==> config.mk <==
export PLATFORM = sky130hd
export DESIGN_NAME = csa_pipe
export DESIGN_NICKNAME = d
export VERILOG_FILES = /design/src/rtl/csa_pipe.sv
export SDC_FILE = /design/constraint.sdc
export NUM_CORES = 1
export LEC_CHECK = 0
export CORE_ASPECT_RATIO = 1.5
export CORE_MARGIN = 8
export CORE_UTILIZATION = 50
export CTS_CLUSTER_DIAMETER = 150
export DETAILED_ROUTE_END_ITERATION = 12
export GPL_TIMING_DRIVEN = 0
export PLACE_DENSITY_LB_ADDON = 0.12
export SLEW_MARGIN = 20
export SYNTH_ARGS = -nofsm -noshare
export SYNTH_HDL_FRONTEND = slang
export SYNTH_SLANG_ARGS = --single-unit
==> constraint.sdc <==
create_clock -name clk -period 2.5 [get_ports clk]
set_input_delay 0.5 -clock clk [delete_from_list [all_inputs] [get_ports clk]]
set_output_delay 0.5 -clock clk [all_outputs]
set_load 0.02 [all_outputs]
==> src/rtl/csa_pipe.sv <==
// Pipelined carry-select adder/subtractor. Each register stage resolves one BLK-bit block;
// a single global advance signal stalls the whole pipe when the consumer is not ready.
module csa_pipe #(
  parameter int WIDTH = 16,
  parameter int BLK   = 4
) (
  input  logic             clk,
  input  logic             rst_n,
  input  logic             in_valid,
  output logic             in_ready,
  input  logic [WIDTH-1:0] a,
  input  logic [WIDTH-1:0] b,
  input  logic             cin,
  input  logic             sub,
  output logic             out_valid,
  input  logic             out_ready,
  output logic [WIDTH-1:0] sum,
  output logic             cout,
  output logic             ovf
);
  localparam int NB  = (BLK >= 1) ? WIDTH / BLK : 1;
  localparam int REM = (BLK >= 1) ? WIDTH % BLK : 0;

  if (BLK < 1 || REM != 0 || WIDTH < 1) begin : g_bad_cfg
    $error("csa_pipe: WIDTH must be a positive multiple of BLK, BLK >= 1");
  end

  logic                          adv;
  logic [WIDTH-1:0]              bx;
  logic                          c0;
  logic [NB-1:0][BLK:0]          e0, e1;

  // Stage registers; index k is stage S(k+1)
  logic [NB-1:0]                 vld_q, vld_d;
  logic [NB-1:0][WIDTH-1:0]      sum_q, sum_d, src_sum;
  logic [NB-1:0]                 cy_q, cy_d, src_cy;
  logic [NB-1:0][NB-1:0][BLK:0]  k0_q, k0_d, k1_q, k1_d;
  logic [NB-1:0]                 am_q, am_d, bm_q, bm_d;
  logic [NB-1:0][BLK:0]          sel;
  logic                          ovf_q, ovf_d;

  assign adv      = !vld_q[NB-1] || out_ready;
  assign in_ready = adv;

  always_comb begin
    bx = sub ? ~b : b;
    c0 = sub | cin;
    for (int j = 0; j < NB; j++) begin
      e0[j] = {1'b0, a[j*BLK +: BLK]} + {1'b0, bx[j*BLK +: BLK]};
      e1[j] = {1'b0, a[j*BLK +: BLK]} + {1'b0, bx[j*BLK +: BLK]} + {{BLK{1'b0}}, 1'b1};
    end
  end

  always_comb begin
    vld_d[0]   = in_valid;
    k0_d[0]    = e0;
    k1_d[0]    = e1;
    am_d[0]    = a[WIDTH-1];
    bm_d[0]    = bx[WIDTH-1];
    src_sum[0] = '0;
    src_cy[0]  = c0;
    for (int k = 1; k < NB; k++) begin
      vld_d[k]   = vld_q[k-1];
      k0_d[k]    = k0_q[k-1];
      k1_d[k]    = k1_q[k-1];
      am_d[k]    = am_q[k-1];
      bm_d[k]    = bm_q[k-1];
      src_sum[k] = sum_q[k-1];
      src_cy[k]  = cy_q[k-1];
    end
  end

  always_comb begin
    for (int k = 0; k < NB; k++) begin
      sel[k]                    = src_cy[k] ? k1_d[k][k] : k0_d[k][k];
      sum_d[k]                  = src_sum[k];
      sum_d[k][k*BLK +: BLK]    = sel[k][BLK-1:0];
      cy_d[k]                   = sel[k][BLK];
    end
    ovf_d = (am_d[NB-1] == bm_d[NB-1]) && (sum_d[NB-1][WIDTH-1] != am_d[NB-1]);
  end

  always_ff @(posedge clk) begin
    if (!rst_n) begin
      vld_q <= '0;
      sum_q <= '0;
      cy_q  <= '0;
      k0_q  <= '0;
      k1_q  <= '0;
      am_q  <= '0;
      bm_q  <= '0;
      ovf_q <= 1'b0;
    end else if (adv) begin
      vld_q <= vld_d;
      sum_q <= sum_d;
      cy_q  <= cy_d;
      k0_q  <= k0_d;
      k1_q  <= k1_d;
      am_q  <= am_d;
      bm_q  <= bm_d;
      ovf_q <= ovf_d;
    end
  end

  // The last stage's candidate and MSB copies have no further consumer
  logic unused_tail;
  assign unused_tail = ^{k0_q[NB-1], k1_q[NB-1], am_q[NB-1], bm_q[NB-1]};

  assign out_valid = vld_q[NB-1];
  assign sum       = sum_q[NB-1];
  assign cout      = cy_q[NB-1];
  assign ovf       = ovf_q;

endmodule
==> metrics.md, run 1 <==
| Metric | Value |
|---|---|
| Placed cells | `between 700 and 800` |
| CTS tree | `built` |
| Vias in the first global route | `roughly 4200` |
| Ys flop type | `dfxtp_1` |
| Routability Congestion | `~0.86` |
| Worst Tran Pin Value | `roughly 640 ps` |
| #FFs+latches synth | `around 120` |
| Root Driver | `clkbuf_16` |
| Wire per inst | `15.21 um` |
| Critical path class | `input port to output port` |
| IO Port Bufs | `between 50 and 60` |
| Initial Util | `between 50% and 60%` |
| Gr usage total | `18.62%` |
| PD cells | `~850 nW/um2` |
| Clock-pin slew on the worst setup and hold paths | `roughly 50 ps` |
| Crit path from | `out_ready` |
| VDD IR max | `between 0.4 and 0.5 mV` |
| Num Clock Sinks | `115` |
| Sequential fraction of design power | `between 30% and 40%` |
| Internal cell power | `~0.0042 W` |
| Syn Nets | `between 600 and 700` |
| Tmin final | `between 2000 and 2500 ps` |
| Sequential fraction of the synthesis area | `between 40 and 50%` |
| Num CTS Buffers | `17` |
| Antenna Cells | `0` |
| Via density | `5.255` |
| First-pass iteration count of the detailed router | `4` |
| Final Skew | `between 5 and 6 ps` |
| Worst path required time | `roughly 2000 ps` |
| R2r setup slk | `around 640 ps` |
| # DRC | `0` |
| Hold Path Class | `flop to flop` |
| CP startpoint kind | `input port` |
| Net Sw Power | `0.001404 W` |
| Top cells by area, synth | `dfxtp_1 45%, nand2_1 12%, a21oi_1 8.0%, ha_1 4.9%, mux2i_1 3.5%` |
| Global-route wire length before repair | `just over 20000 um` |
| Nets | `749` |
| Top Usage Layer GRT | `met2` |
| DP Area | `between 5000 and 6000 um2` |
| Skew-Pair Late Insertion Delay | `between 400 and 500 ps` |
| Rows | `45` |
| Slew margin rel. | `a little under three fifths` |
| M2 GR Usage | `between 30% and 40%` |
| Routed Wire Length | `12420 um` |
| Vias | `~4300` |
| # setup viols final | `0` |
| Placeable Area | `10020 um2` |
| Starting DRT DRC Count | `between 150 and 200` |
| I/O pins | `58` |
| Mapped Area | `between 5000 and 6000 um2` |
| Maximum clock frequency | `409.6 MHz` |
| Synth top area share | `45.35%` |
| Ys async rst share | `0%` |
| Final Instance Area | `6516 um2` |
| Clock power frac | `between 40% and 50%` |
| R2R Path End | `sum[14]$_SDFFE_PN0P_` |
| Critical Path AT | `slightly below 2000 ps` |
| Post-synth EDFFs | `0` |
| RSZ-0062 raised after global routing | `false` |
| Die height | `roughly 140 um` |
| Post-synthesis cell count | `609` |
| Area grow syn2layout | `28.37%` |
| Net Sw Frac | `25.23%` |
| Die W | `between 90 and 100 um` |
| H-tree Lvls | `4` |
| Worst R2R Start | `vld_q[3]$_SDFFE_PN0P_` |
| Grt ovf | `0` |
| Fin cells | `~820` |
| Antenna Nets Post-Route | `0` |
| Final-layout fill cell count | `873` |
| Syn_area_per_cell | `between 8 and 9 um2` |
| Critical Path End | `in_ready` |
| Status | `completed` |
| Synth area leader | `dfxtp_1` |
| Tcrit/Tclk final | `between 90% and 100%` |
| Met3 usage | `4.493%` |
| R2R depth | `6` |
| CP Max Fanout | `18` |
| CTS max path bufs | `2` |
| Max Transition Viols Final | `0` |
| Antenna violations before repair | `0` |
| Met1 layer usage reported by global route | `about a fifth` |
| Max_cap viols | `0` |
| Pleak | `roughly 2.6 nW` |
| Hold_buf cts | `0` |
| Die Area | `about 14000 um2` |
| Layout cell share with drive strength beyond 1 | `between 10 and 15%` |
| Count of cell types in the netlist | `37` |
| Synthesis warning total | `0` |
| Combinational share of power | `between 15 and 20%` |
| Largest net degree at the start of global routing | `19` |
| Fin. Hold Viols | `0` |
| Hpwl dp | `about 9100 um` |
| CP Capture Type | `output port` |
-- logic make-up (layout without fill, tap and decap cells) --
kind of cell / count (synthesis) / in the layout / share of synthesized area [%]
AND/OR/NAND/NOR: 227 / 227 / 18.04
AO/OA/AOI/OAI: 137 / 137 / 16.05
flip-flops: 115 / 115 / 45.35
buffers and inverters: 56 / 147 / 4.535
XOR/XNOR: 32 / 32 / 5.965
adder cells (fa/ha/maj): 24 / 24 / 6.507
multiplexers: 18 / 18 / 3.549
-- power groups by stage --
| stage | registers (W) | logic, W | clock network (W) |
|---|---|---|---|
| finish | 0.00213 | 0.000873 | 0.00257 |
| global route | 0.00215 | 0.000968 | 0.00267 |
| CTS | 0.00212 | 0.000859 | 0.00258 |
| detailed placement | 0.00216 | 0.000835 | 0 |
| global placement | 0.00216 | 0.000811 | 0 |
| floorplan | 0.00215 | 0.000595 | 0 |
-- metal layers --
metal	part of all wire, %	up-vias	routed length (um)
met1	43	1980	5325
li1	-	2196	-
met4	2.4	0	300
met2	51	99	6282
met3	4.2	18	516
met5	0	-	0
-- per-stage QoR --
stage	setup TNS [ps]	total power, W	worst slack (ps)	hold WS, ps	utilization, %
2_1_floorplan	0	0.002743	3.266	431.2	-
3_5_place_dp	-10860	0.002997	-709.3	443.7	57.93
4_1_cts	0	0.005565	20.19	450.6	64.67
6_report	0	0.005566	58.82	448.7	65.02
5_1_grt	0	0.005789	9.972	463.3	65.02
3_3_place_gp	-9193	0.002969	-643.5	438.0	57.93
-- how the worst min path moves through the flow --
stage,startpoint,slack [ps],endpoint,cells after the start
CTS,k1_d[31]$_SDFFE_PN0P_,450,k1_d[31]$_SDFFE_PN0P_,2
finish,k0_d[54]$_SDFFE_PN0P_,450,k0_d[54]$_SDFFE_PN0P_,2
floorplan,k0_d[50]$_SDFFE_PN0P_,430,k0_d[50]$_SDFFE_PN0P_,2
detailed placement,k1_d[55]$_SDFFE_PN0P_,440,k1_d[55]$_SDFFE_PN0P_,2
global route,k1_d[31]$_SDFFE_PN0P_,460,k1_d[31]$_SDFFE_PN0P_,2
global placement,k0_d[53]$_SDFFE_PN0P_,440,k0_d[53]$_SDFFE_PN0P_,2
-- flip-flops by register name, indices dropped and copies added (netlist names) --
| name | count |
|---|---|
| vld_q | 4 |
| k0_d | 30 |
| am_q | 3 |
| ovf | 1 |
| k1_d | 30 |
| sum | 16 |
| src_sum | 24 |
| bm_q | 3 |
| cy_q | 4 |
-- synth_stat cells (2+ instances only) --
cell type / count
nand2_1: 160
dfxtp_1: 115
a21oi_1: 81
nor2_1: 45
a211oi_1: 24
clkbuf_1: 23
ha_1: 20
mux2i_1: 18
xor2_1: 17
buf_2: 16
inv_1: 12
xnor2_1: 12
o21ai_0: 10
nand2b_1: 6
a21o_1: 4
fa_1: 4
nand3_1: 4
a21oi_2: 3
a22oi_1: 3
buf_1: 3
nand3b_1: 3
nor3_1: 3
o21a_1: 3
o32ai_1: 3
xor2_2: 3
a311oi_1: 2
inv_2: 2
-- layout make-up --
| class | count | area [um2] | share of cell area (%) |
|---|---|---|---|
| flip-flops and latches | 115 | 2302 | 35.33 |
| inverters | 14 | 55.05 | 0.8449 |
| clock inverters | 13 | 182.7 | 2.803 |
| plain buffers | 41 | 196.4 | 3.015 |
| well taps | 117 | 146.4 | 2.247 |
| clock buffers | 19 | 452.9 | 6.951 |
| multi-input cells | 438 | 2570 | 39.44 |
| repair buffers | 60 | 610.6 | 9.370 |
-- cell usage in the layout (no fill, tap or decap), drive strengths merged, types with 2 or more instances in the layout --
cell type | synthesis | final
nand2 | 160 | 160
dfxtp | 115 | 115
a21oi | 84 | 84
clkdlybuf4s50 | 0 | 54
nor2 | 45 | 45
clkbuf | 23 | 43
a211oi | 25 | 25
buf | 19 | 22
ha | 20 | 20
xor2 | 20 | 20
mux2i | 18 | 18
inv | 14 | 14
xnor2 | 12 | 12
o21ai | 11 | 11
nand2b | 6 | 6
a21o | 5 | 5
nand3 | 5 | 5
clkinv | 0 | 5
fa | 4 | 4
clkinvlp | 0 | 4
bufinv | 0 | 4
nor3 | 3 | 3
o21a | 3 | 3
nand3b | 3 | 3
a22oi | 3 | 3
o32ai | 3 | 3
a311oi | 2 | 2
and3 | 2 | 2
or3 | 2 | 2
-- worst max-delay path, stage by stage --
cell and delay [ps]:
clkdlybuf4s50_1 450, nor2b_1 40, buf_2 200, inv_4 190, buf_4 230, clkdlybuf4s15_1 330
-- timing repair --
item,CTS,global route
buffers inserted,2,2
pin swaps,3,7
gates cloned,0,0
resized for setup,6,6
setup endpoints to repair,15,3
hold endpoints to repair,0,0
Power figures use the tool's default switching activity.
==> inputs of run 2 (changes only) <==
--- a/config.mk
+++ b/config.mk
@@ -9,6 +9,7 @@
 export CORE_MARGIN = 8
 export CORE_UTILIZATION = 50
 export CTS_CLUSTER_DIAMETER = 150
+export CTS_CLUSTER_SIZE = 28
 export DETAILED_ROUTE_END_ITERATION = 12
 export GPL_TIMING_DRIVEN = 0
 export PLACE_DENSITY_LB_ADDON = 0.12
==> results of run 2 <==
Final layout, timing and power as in run 1 (identical DEF).
